### src/rtl/fm_synth_pkg.sv
// Shared definitions for the FM synth voice allocation path: allocator state
// encoding, bus width helper and the velocity value that marks a released voice.
package fm_synth_pkg;

    localparam logic [1:0] STATE_IDLE   = 2'd0;
    localparam logic [1:0] STATE_SCAN   = 2'd1;
    localparam logic [1:0] STATE_COMMIT = 2'd2;

    typedef enum logic [1:0] {
        ST_IDLE   = STATE_IDLE,
        ST_SCAN   = STATE_SCAN,
        ST_COMMIT = STATE_COMMIT
    } alloc_state_t;

    // A velocity of zero means the voice is in its release phase.
    localparam int VEL_RELEASE = 0;

    function automatic int total_bits(input int num_bits, input int num_channels);
        return num_bits * num_channels;
    endfunction

endpackage

### src/rtl/voice_slot.sv
// One synth voice: key, carrier/modulator tuning words, velocity and held flag,
// with write, release and panic controls driven by the allocator.
module voice_slot
    import fm_synth_pkg::*;
#(
    parameter int NUM_BITS = 32,
    parameter int KEY_BITS = 7
) (
    input  logic                clk,
    input  logic                rst,
    input  logic                panic,
    input  logic                wr,
    input  logic                rel,
    input  logic [KEY_BITS-1:0] key_in,
    input  logic [NUM_BITS-1:0] car_in,
    input  logic [NUM_BITS-1:0] mod_in,
    input  logic [NUM_BITS-1:0] vel_in,
    output logic [KEY_BITS-1:0] key,
    output logic [NUM_BITS-1:0] car,
    output logic [NUM_BITS-1:0] mod,
    output logic [NUM_BITS-1:0] vel,
    output logic                held
);

    // Voice storage; tuning words survive panic and release so tails stay in tune.
    always_ff @(posedge clk) begin
        if (rst) begin
            key  <= '0;
            car  <= '0;
            mod  <= '0;
            vel  <= '0;
            held <= 1'b0;
        end else if (panic) begin
            vel  <= NUM_BITS'(VEL_RELEASE);
            held <= 1'b0;
        end else if (wr) begin
            key  <= key_in;
            car  <= car_in;
            mod  <= mod_in;
            vel  <= vel_in;
            held <= 1'b1;
        end else if (rel) begin
            vel  <= NUM_BITS'(VEL_RELEASE);
            held <= 1'b0;
        end
    end

endmodule

### src/rtl/voice_allocator.sv
// Maps note-on/note-off events onto synth voices: serial scan for a key match
// and a free voice, then a single-voice commit with round-robin stealing.
module voice_allocator
    import fm_synth_pkg::*;
#(
    parameter int NUM_CHANNELS = 16,
    parameter int NUM_BITS     = 32,
    parameter int KEY_BITS     = 7
) (
    input  logic                                             clk,
    input  logic                                             rst,
    input  logic                                             ev_valid,
    output logic                                             ev_ready,
    input  logic                                             ev_note_on,
    input  logic [KEY_BITS-1:0]                              ev_key,
    input  logic [NUM_BITS-1:0]                              ev_car_word,
    input  logic [NUM_BITS-1:0]                              ev_mod_word,
    input  logic [NUM_BITS-1:0]                              ev_velocity,
    input  logic                                             panic,
    input  logic [NUM_CHANNELS-1:0]                          available,
    output logic [total_bits(NUM_BITS, NUM_CHANNELS)-1:0]    carrier_out,
    output logic [total_bits(NUM_BITS, NUM_CHANNELS)-1:0]    modulator_out,
    output logic [total_bits(NUM_BITS, NUM_CHANNELS)-1:0]    velocity_out,
    output logic [NUM_CHANNELS-1:0]                          held_out,
    output logic                                             steal_pulse,
    output logic                                             drop_pulse
);

    localparam int IW = $clog2(NUM_CHANNELS);

    alloc_state_t        state_r;
    logic                ready_r;
    logic [IW-1:0]       idx_r;
    logic                on_r;
    logic [KEY_BITS-1:0] key_r;
    logic [NUM_BITS-1:0] car_r;
    logic [NUM_BITS-1:0] mod_r;
    logic [NUM_BITS-1:0] vel_r;
    logic                match_found_r;
    logic [IW-1:0]       match_idx_r;
    logic                free_found_r;
    logic [IW-1:0]       free_idx_r;
    logic [IW-1:0]       steal_ptr_r;
    logic                steal_pulse_r;
    logic                drop_pulse_r;

    logic                    commit_s;
    logic [IW-1:0]           target_s;
    logic                    steal_s;
    logic [NUM_CHANNELS-1:0] wr_s;
    logic [NUM_CHANNELS-1:0] rel_s;
    logic [NUM_CHANNELS-1:0] held_s;
    logic [KEY_BITS-1:0]     key_s [NUM_CHANNELS];

    assign commit_s    = (state_r == ST_COMMIT);
    assign ev_ready    = ready_r;
    assign held_out    = held_s;
    assign steal_pulse = steal_pulse_r;
    assign drop_pulse  = drop_pulse_r;

    // Commit target priority: retrigger a held match, else lowest free voice, else steal.
    always_comb begin
        target_s = steal_ptr_r;
        steal_s  = 1'b0;
        if (match_found_r) begin
            target_s = match_idx_r;
        end else if (free_found_r) begin
            target_s = free_idx_r;
        end else begin
            target_s = steal_ptr_r;
            steal_s  = on_r;
        end
    end

    // Allocator FSM with event capture, per-voice scan and commit bookkeeping.
    always_ff @(posedge clk) begin
        if (rst) begin
            state_r       <= ST_IDLE;
            ready_r       <= 1'b0;
            idx_r         <= '0;
            on_r          <= 1'b0;
            key_r         <= '0;
            car_r         <= '0;
            mod_r         <= '0;
            vel_r         <= '0;
            match_found_r <= 1'b0;
            match_idx_r   <= '0;
            free_found_r  <= 1'b0;
            free_idx_r    <= '0;
            steal_ptr_r   <= '0;
            steal_pulse_r <= 1'b0;
            drop_pulse_r  <= 1'b0;
        end else if (panic) begin
            state_r       <= ST_IDLE;
            ready_r       <= 1'b0;
            match_found_r <= 1'b0;
            free_found_r  <= 1'b0;
            steal_pulse_r <= 1'b0;
            drop_pulse_r  <= 1'b0;
        end else begin
            steal_pulse_r <= 1'b0;
            drop_pulse_r  <= 1'b0;
            case (state_r)
                ST_IDLE: begin
                    ready_r <= 1'b1;
                    if (ev_valid && ready_r) begin
                        // A zero-velocity note-on is a note-off.
                        on_r          <= ev_note_on && (ev_velocity != '0);
                        key_r         <= ev_key;
                        car_r         <= ev_car_word;
                        mod_r         <= ev_mod_word;
                        vel_r         <= ev_velocity;
                        match_found_r <= 1'b0;
                        free_found_r  <= 1'b0;
                        idx_r         <= '0;
                        ready_r       <= 1'b0;
                        state_r       <= ST_SCAN;
                    end
                end
                ST_SCAN: begin
                    if (!match_found_r && held_s[idx_r] && (key_s[idx_r] == key_r)) begin
                        match_found_r <= 1'b1;
                        match_idx_r   <= idx_r;
                    end
                    if (!free_found_r && !held_s[idx_r] && available[idx_r]) begin
                        free_found_r <= 1'b1;
                        free_idx_r   <= idx_r;
                    end
                    if (idx_r == IW'(NUM_CHANNELS - 1)) begin
                        state_r <= ST_COMMIT;
                    end else begin
                        idx_r <= idx_r + IW'(1);
                    end
                end
                ST_COMMIT: begin
                    if (steal_s) begin
                        steal_ptr_r   <= steal_ptr_r + IW'(1);
                        steal_pulse_r <= 1'b1;
                    end
                    drop_pulse_r <= !on_r && !match_found_r;
                    ready_r      <= 1'b1;
                    state_r      <= ST_IDLE;
                end
                default: begin
                    ready_r <= 1'b0;
                    state_r <= ST_IDLE;
                end
            endcase
        end
    end

    for (genvar i = 0; i < NUM_CHANNELS; i++) begin : g_voice
        assign wr_s[i]  = commit_s && on_r && (target_s == IW'(i));
        assign rel_s[i] = commit_s && !on_r && match_found_r && (match_idx_r == IW'(i));

        voice_slot #(
            .NUM_BITS (NUM_BITS),
            .KEY_BITS (KEY_BITS)
        ) u_slot (
            .clk    (clk),
            .rst    (rst),
            .panic  (panic),
            .wr     (wr_s[i]),
            .rel    (rel_s[i]),
            .key_in (key_r),
            .car_in (car_r),
            .mod_in (mod_r),
            .vel_in (vel_r),
            .key    (key_s[i]),
            .car    (carrier_out[i*NUM_BITS +: NUM_BITS]),
            .mod    (modulator_out[i*NUM_BITS +: NUM_BITS]),
            .vel    (velocity_out[i*NUM_BITS +: NUM_BITS]),
            .held   (held_s[i])
        );
    end

endmodule
### config.mk
export PLATFORM = sky130hd
export DESIGN_NAME = voice_allocator
export DESIGN_NICKNAME = d
export VERILOG_FILES = /design/src/rtl/fm_synth_pkg.sv /design/src/rtl/voice_slot.sv /design/src/rtl/voice_allocator.sv
export SDC_FILE = /design/constraint.sdc
export NUM_CORES = 2
export LEC_CHECK = 0
export CORE_AREA = 2 2 647 649
export CTS_BUF_LIST = sky130_fd_sc_hd__clkbuf_16
export DETAILED_ROUTE_END_ITERATION = 10
export DIE_AREA = 0 0 649 651
export RECOVER_POWER = 25
export SYNTH_ARGS = -nofsm -noshare
export SYNTH_HDL_FRONTEND = slang
export SYNTH_SLANG_ARGS = --single-unit
### constraint.sdc
create_clock -name clk -period 6.8 [get_ports clk]
set_clock_uncertainty 0.05 [all_clocks]
set_input_delay 1.36 -clock clk [delete_from_list [all_inputs] [get_ports clk]]
set_output_delay 1.36 -clock clk [all_outputs]
set_load 0.05 [all_outputs]
==> Yosys cells after proc, flatten, opt, wreduce, memory -nomap -nowiden <==
Index checks and enable logic that the tools add are counted.
{ "totals": {"register_bits": 1791, "inputBits": 124, "wordCells": 323} }
{ "op_classes": {"add_sub_neg": 2, "n_lt_le_gt_ge": 2, "n_eq_ne": 39, "mux": 89, "n_bitwise": 3, "n_reduce_logical": 93} }
{ "ops": {"columns": ["op", "n"], "rows": [
  ["$mux W32", 32],
  ["$eq A4 B4 Y1 const B", 17],
  ["$logic_and A1 B1 Y1", 42],
  ["$mux W1", 41],
  ["$reduce_and A2 Y1", 17],
  ["$reduce_bool A2 Y1", 17],
  ["$eq A4 B3 Y1 const B", 8],
  ["$reduce_bool A32 Y1", 1],
  ["$bmux W7 S4", 1],
  ["$reduce_and A3 Y1", 6],
  ["$eq A4 B2 Y1 const B", 4],
  ["$mux W4", 4],
  ["$mux W7", 2],
  ["$ne A2 B2 Y1 const B", 5],
  ["$add A4 B1 Y4 const B", 2],
  ["$bmux W1 S4", 2],
  ["$eq A4 B1 Y1 const B", 2],
  ["$logic_not A4 Y1", 2],
  ["$pmux W4 S2", 1],
  ["$eq A7 B7 Y1", 1],
  ["$ge A5 B5 Y1 const B", 1],
  ["$lt A4 B5 Y1 const B", 1],
  ["$not A4 Y5", 1],
  ["$logic_not A1 Y1", 4],
  ["other kinds (11)", 14]
]} }

==> Logic depth before layout (Yosys ltp) <==
{ "depth": {"ltp_word": 8, "depth_mapped": 10, "depth_no_buf": 8} }

==> Cells and area by module <==
From an unflattened synthesis, not the netlist that was laid out.
{ "unflattened": {"cells_unflattened": 8094, "hier_area_um2": 67683.7} }
{ "by_module_without_submodules": {"columns": ["mod", "instances", "cells_per_inst", "area_each_um2", "seq_area_each_um2"], "rows": [
  ["voice_slot", 16, 458, 3837.4, 2082.0],
  ["voice_allocator", 1, 766, 6284.8, 2542.4]
]} }

==> Worst setup path before layout <==
Ideal clock, no wire load.
{ "synth_timing": {"kind": "input -> register", "from": "input port ev_valid", "to": "register car_r[10]", "setup_time_ns": 0.070, "t_arrival_ns": 2.788, "setup_slack_ns": 3.892, "path_stages": 7, "path_cell_list": "nand3b_1 > or2_2 > nor2_1 > clkbuf_1 > buf_1 > nand2_1 > a21oi_1"} }
{ "synth_between": {"elab_chain_len": 2} }
{ "synth_rtl": {"columns": ["element", "line_no", "rtl"], "rows": [
  ["from (decl)", "voice_allocator.sv:12", "input logic ev_valid,"],
  ["$logic_and A1 B1 Y1", "voice_allocator.sv:106", "if (ev_valid && ready_r) begin"],
  ["$reduce_and A3 Y1 (no source line)", null, null],
  ["to (signal assigned)", "voice_allocator.sv:110", "car_r <= ev_car_word;"],
  ["to (decl)", "voice_allocator.sv:36", "logic [NUM_BITS-1:0] car_r;"]
]} }
No other way between the ends.
A chain may end at the register's enable or synchronous reset.

==> Worst setup path after layout <==
{ "layout_timing": {"from": "input port panic", "to": "register car_r[1]"} }
{ "layout_between": {"elab_chain_len": 2} }
{ "layout_rtl": {"columns": ["element", "line_no", "rtl"], "rows": [
  ["from (decl)", "voice_allocator.sv:19", "input logic panic,"],
  ["$not A1 Y1 (no source line)", null, null],
  ["$reduce_and A3 Y1 (no source line)", null, null]
]} }
No other way between the ends.

==> results.ini <==
[status]
status = finished, violations left
violations = capacitance limit, slew limit

[placed_design]
place_congestion = 0.840
dpl.hpwl_um = 262000
dpl_cell_area_sq_mm = 0.0869
portBuffers = 1678
pre_cts_ws_ns = 2.44

[cts]
ctsResizeCount = 0
cts_tree = done
cts.clk_slew.worst_paths_ns = 0.06
cts_buffer_depth = 4
clockRootBuffer = clkbuf_16
clk_latency_ns = 0.96
cts_sinks = 1791
htreeDepth = 4
cts-hold-fix-buffers = 0
cts_inserted_buffers = 209
cts_setup_buffers = 0

[critical_path]
endpoint_kind = flip-flop
cp_max_fo = 47
r2r_slack_ns = 1.59
worstSetupEndpoint = car_r[1]$_SDFFE_PP0P_
arrival_ns = 5.92
critPathLaunch = panic
r2r_cells = 9
worstReg2RegStart = free_found_r$_SDFFE_PP0P_
crit_required_ns = 7.49
cp-start-kind = input pin
reg2reg_to = g_voice[5].u_slot.car[28]$_SDFFE_PP0P_
path_class = input pin to flip-flop

[timing]
tightest_slew_ns = 3.21
fmax_mhz = 191
relSlewSlack_pct = -114
finalMaxSlewViolations = 452
final.setup.worst_slack_ns = 1.56
period_needed_ns = 5.24
fin_setup_tns_ns = 0
finalHoldViolCount = 0
period_share_pct = 77.0
rsz0062_at_grt = false
setup_viol = 0

[die]
die_x_um = 649
dieArea_sq_mm = 0.422
start_util_pct = 15.5
design.core.area_sq_mm = 0.415
ios = 1679
dieHeight_um = 651
rows = 237

[global_route]
grt_pass1_vias = 58400
grt_max_degree = 224
antenna_found_initial = 57
grt_usage_pct = 16.8
grt_remaining_overflow = 0
grt_pass1_wl_um = 500000

[detailed_routing]
ant_nets = 0
avgViaCountPerCell = 4.30
routedWlPerCell_um = 25.0
drc = 0
drt-total-wl_um = 379000
vias = 65300
firstDrtPassIters = 6
drt_iter0_drc = 7956

[layout]
drive_gt1_share_pct = 6.42
multi_input_area_sq_mm = 0.0254
final_area_sq_mm = 0.0931
fill_cells = 45600
regArea_sq_mm = 0.0359
layout.nets = 9592
syn_to_final_growth_pct = 44.7

[synthesis]
synth-async-reset-ratio_pct = 0
synth_cell_type_count = 52
synth_cells = 8236
synth_nets = 8362
ys.flop_type = dfxtp_1
avgSynthCellArea_sq_um = 7.81
syn_area_sq_mm = 0.0644
yosys_warnings = 0
synth_edf_count = 0
ys_seq_area_share_pct = 55.7
ys_ff_latch = 1791

[power_and_ir_drop]
power_density_mw_per_mm2 = 233
total_power_w = 0.0217
ir_drop_mv = 0.231
p_leak_nw = 28.1

[job]
maxCapViolCount = 11

[hold_path]
hp-class = flip-flop to flip-flop

-- sequential cells by signal, indices dropped and copies added, names as in the netlist, 2 cells and up --
| register | cells |
|---|---|
| g_voice.u_slot.car | 512 |
| g_voice.u_slot.mod | 512 |
| g_voice.u_slot.vel | 512 |
| g_voice.u_slot.key | 112 |
| car_r | 32 |
| mod_r | 32 |
| vel_r | 32 |
| g_voice.u_slot.held | 16 |
| key_r | 7 |
| free_idx_r | 4 |
| idx_r | 4 |
| match_idx_r | 4 |
| steal_ptr_r | 4 |
| state_r | 2 |
-- power breakdown --
part / total [W] / internal (W) / switching (W)
combinational: 0.000503 / 0.000117 / 0.000386
clock: 0.0107 / 0.00578 / 0.00488
sequential: 0.0106 / 0.0105 / 0.0000630
-- logic make-up (layout without fill, tap and decap cells) --
logic type,after synthesis,in the layout,synth area share (%)
AO/OA/AOI/OAI,1797,1797,14.0
adder cells (fa/ha/maj),2,2,0.0389
AND/OR/NAND/NOR,3712,3712,23.1
XOR/XNOR,11,11,0.185
other,0,47,0
multiplexers,64,64,1.71
buffers and inverters,859,2248,5.26
flip-flops,1791,1791,55.7
-- synthesized netlist by cell type, types with 2 or more instances --
library cell	count	share of area [%]
nand4_1	6	0.058
mux4_2	31	1.1
clkinv_1	3	0.017
nor2b_1	11	0.11
mux2i_1	26	0.40
buf_4	18	0.21
nor4_1	14	0.14
xnor2_1	6	0.082
nand3_1	523	4.1
nor2_1	74	0.43
ha_1	2	0.039
nand2_1	3032	18
buf_1	4	0.023
clkbuf_1	764	4.5
and3_1	4	0.039
or3_1	21	0.20
and4_1	3	0.041
a21oi_1	1774	14
xor2_1	2	0.027
or2_2	2	0.019
xnor2_2	3	0.076
o21ai_0	9	0.070
mux4_1	4	0.16
o21a_1	2	0.023
nand3b_1	3	0.035
nor3_1	4	0.031
mux2_2	3	0.052
nand4b_1	2	0.027
o21ai_1	2	0.016
buf_6	2	0.035
inv_1	3	0.017
dfxtp_1	1791	56
nand2b_1	6	0.058
buf_2	64	0.50
-- cell type report --
type	count	share of cell area [%]
Sequential cell	1791	38.6
Multi-Input combinational cell	5586	27.3
Timing Repair Buffer	1871	19.8
Tap cell	5497	7.38
Clock buffer	209	5.61
Clock inverter	161	1.13
Antenna cell	47	0.126
Inverter	7	0.0282
-- stage by stage --
step | instances | hold slack [ns] | util [%]
after floorplan | 8236 | 0.382 | -
after global placement | 14800 | 0.388 | 20.9
after detailed placement | 14800 | 0.394 | 20.9
after CTS | 15100 | 0.355 | 22.4
after global routing | 15100 | 0.386 | 22.4
final | 15200 | 0.375 | 22.4
-- per-layer routing --
layer / track usage [%] / wire length [um] / up-vias
met4: 8.37 / 19800 / 4
li1: - / - / 29300
met5: 0 / 24 / -
met3: 4.31 / 35500 / 809
met2: 26.6 / 171000 / 3562
met1: 21.1 / 152000 / 31600
-- layout by cell type (no fill, tap or decap), types with 47 or more instances in the layout --
master	instances
a21oi_1	1774
clkinv_1	56
diode_2	47
nand2_1	3020
nor2_1	47
clkbuf_16	209
nand3_1	520
clkdlybuf4s50_1	1675
dfxtp_2	54
buf_4	159
dfxtp_1	1732
-- worst min-delay path by stage --
stage | to | cells past startpoint | start | slack [ns]
after floorplan | g_voice[3].u_slot.key[6]$_SDFFE_PP0P_ | 2 | g_voice[3].u_slot.key[6]$_SDFFE_PP0P_ | 0.38
after CTS | g_voice[0].u_slot.mod[3]$_SDFFE_PP0P_ | 2 | mod_r[3]$_SDFFE_PP0P_ | 0.35
after global routing | g_voice[0].u_slot.mod[3]$_SDFFE_PP0P_ | 2 | mod_r[3]$_SDFFE_PP0P_ | 0.39
after global placement | g_voice[3].u_slot.key[5]$_SDFFE_PP0P_ | 2 | g_voice[3].u_slot.key[5]$_SDFFE_PP0P_ | 0.39
after detailed placement | vel_r[0]$_SDFFE_PP0P_ | 2 | vel_r[0]$_SDFFE_PP0P_ | 0.39
final | g_voice[0].u_slot.mod[3]$_SDFFE_PP0P_ | 2 | mod_r[3]$_SDFFE_PP0P_ | 0.38
-- critical path, cell delays in order --
cell and delay (ns):
clkbuf_1 1.17, or3_1 1.96, clkbuf_1 1.10, nand2_1 0.11, a21oi_1 0.17
Power figures use the tool's default switching activity.
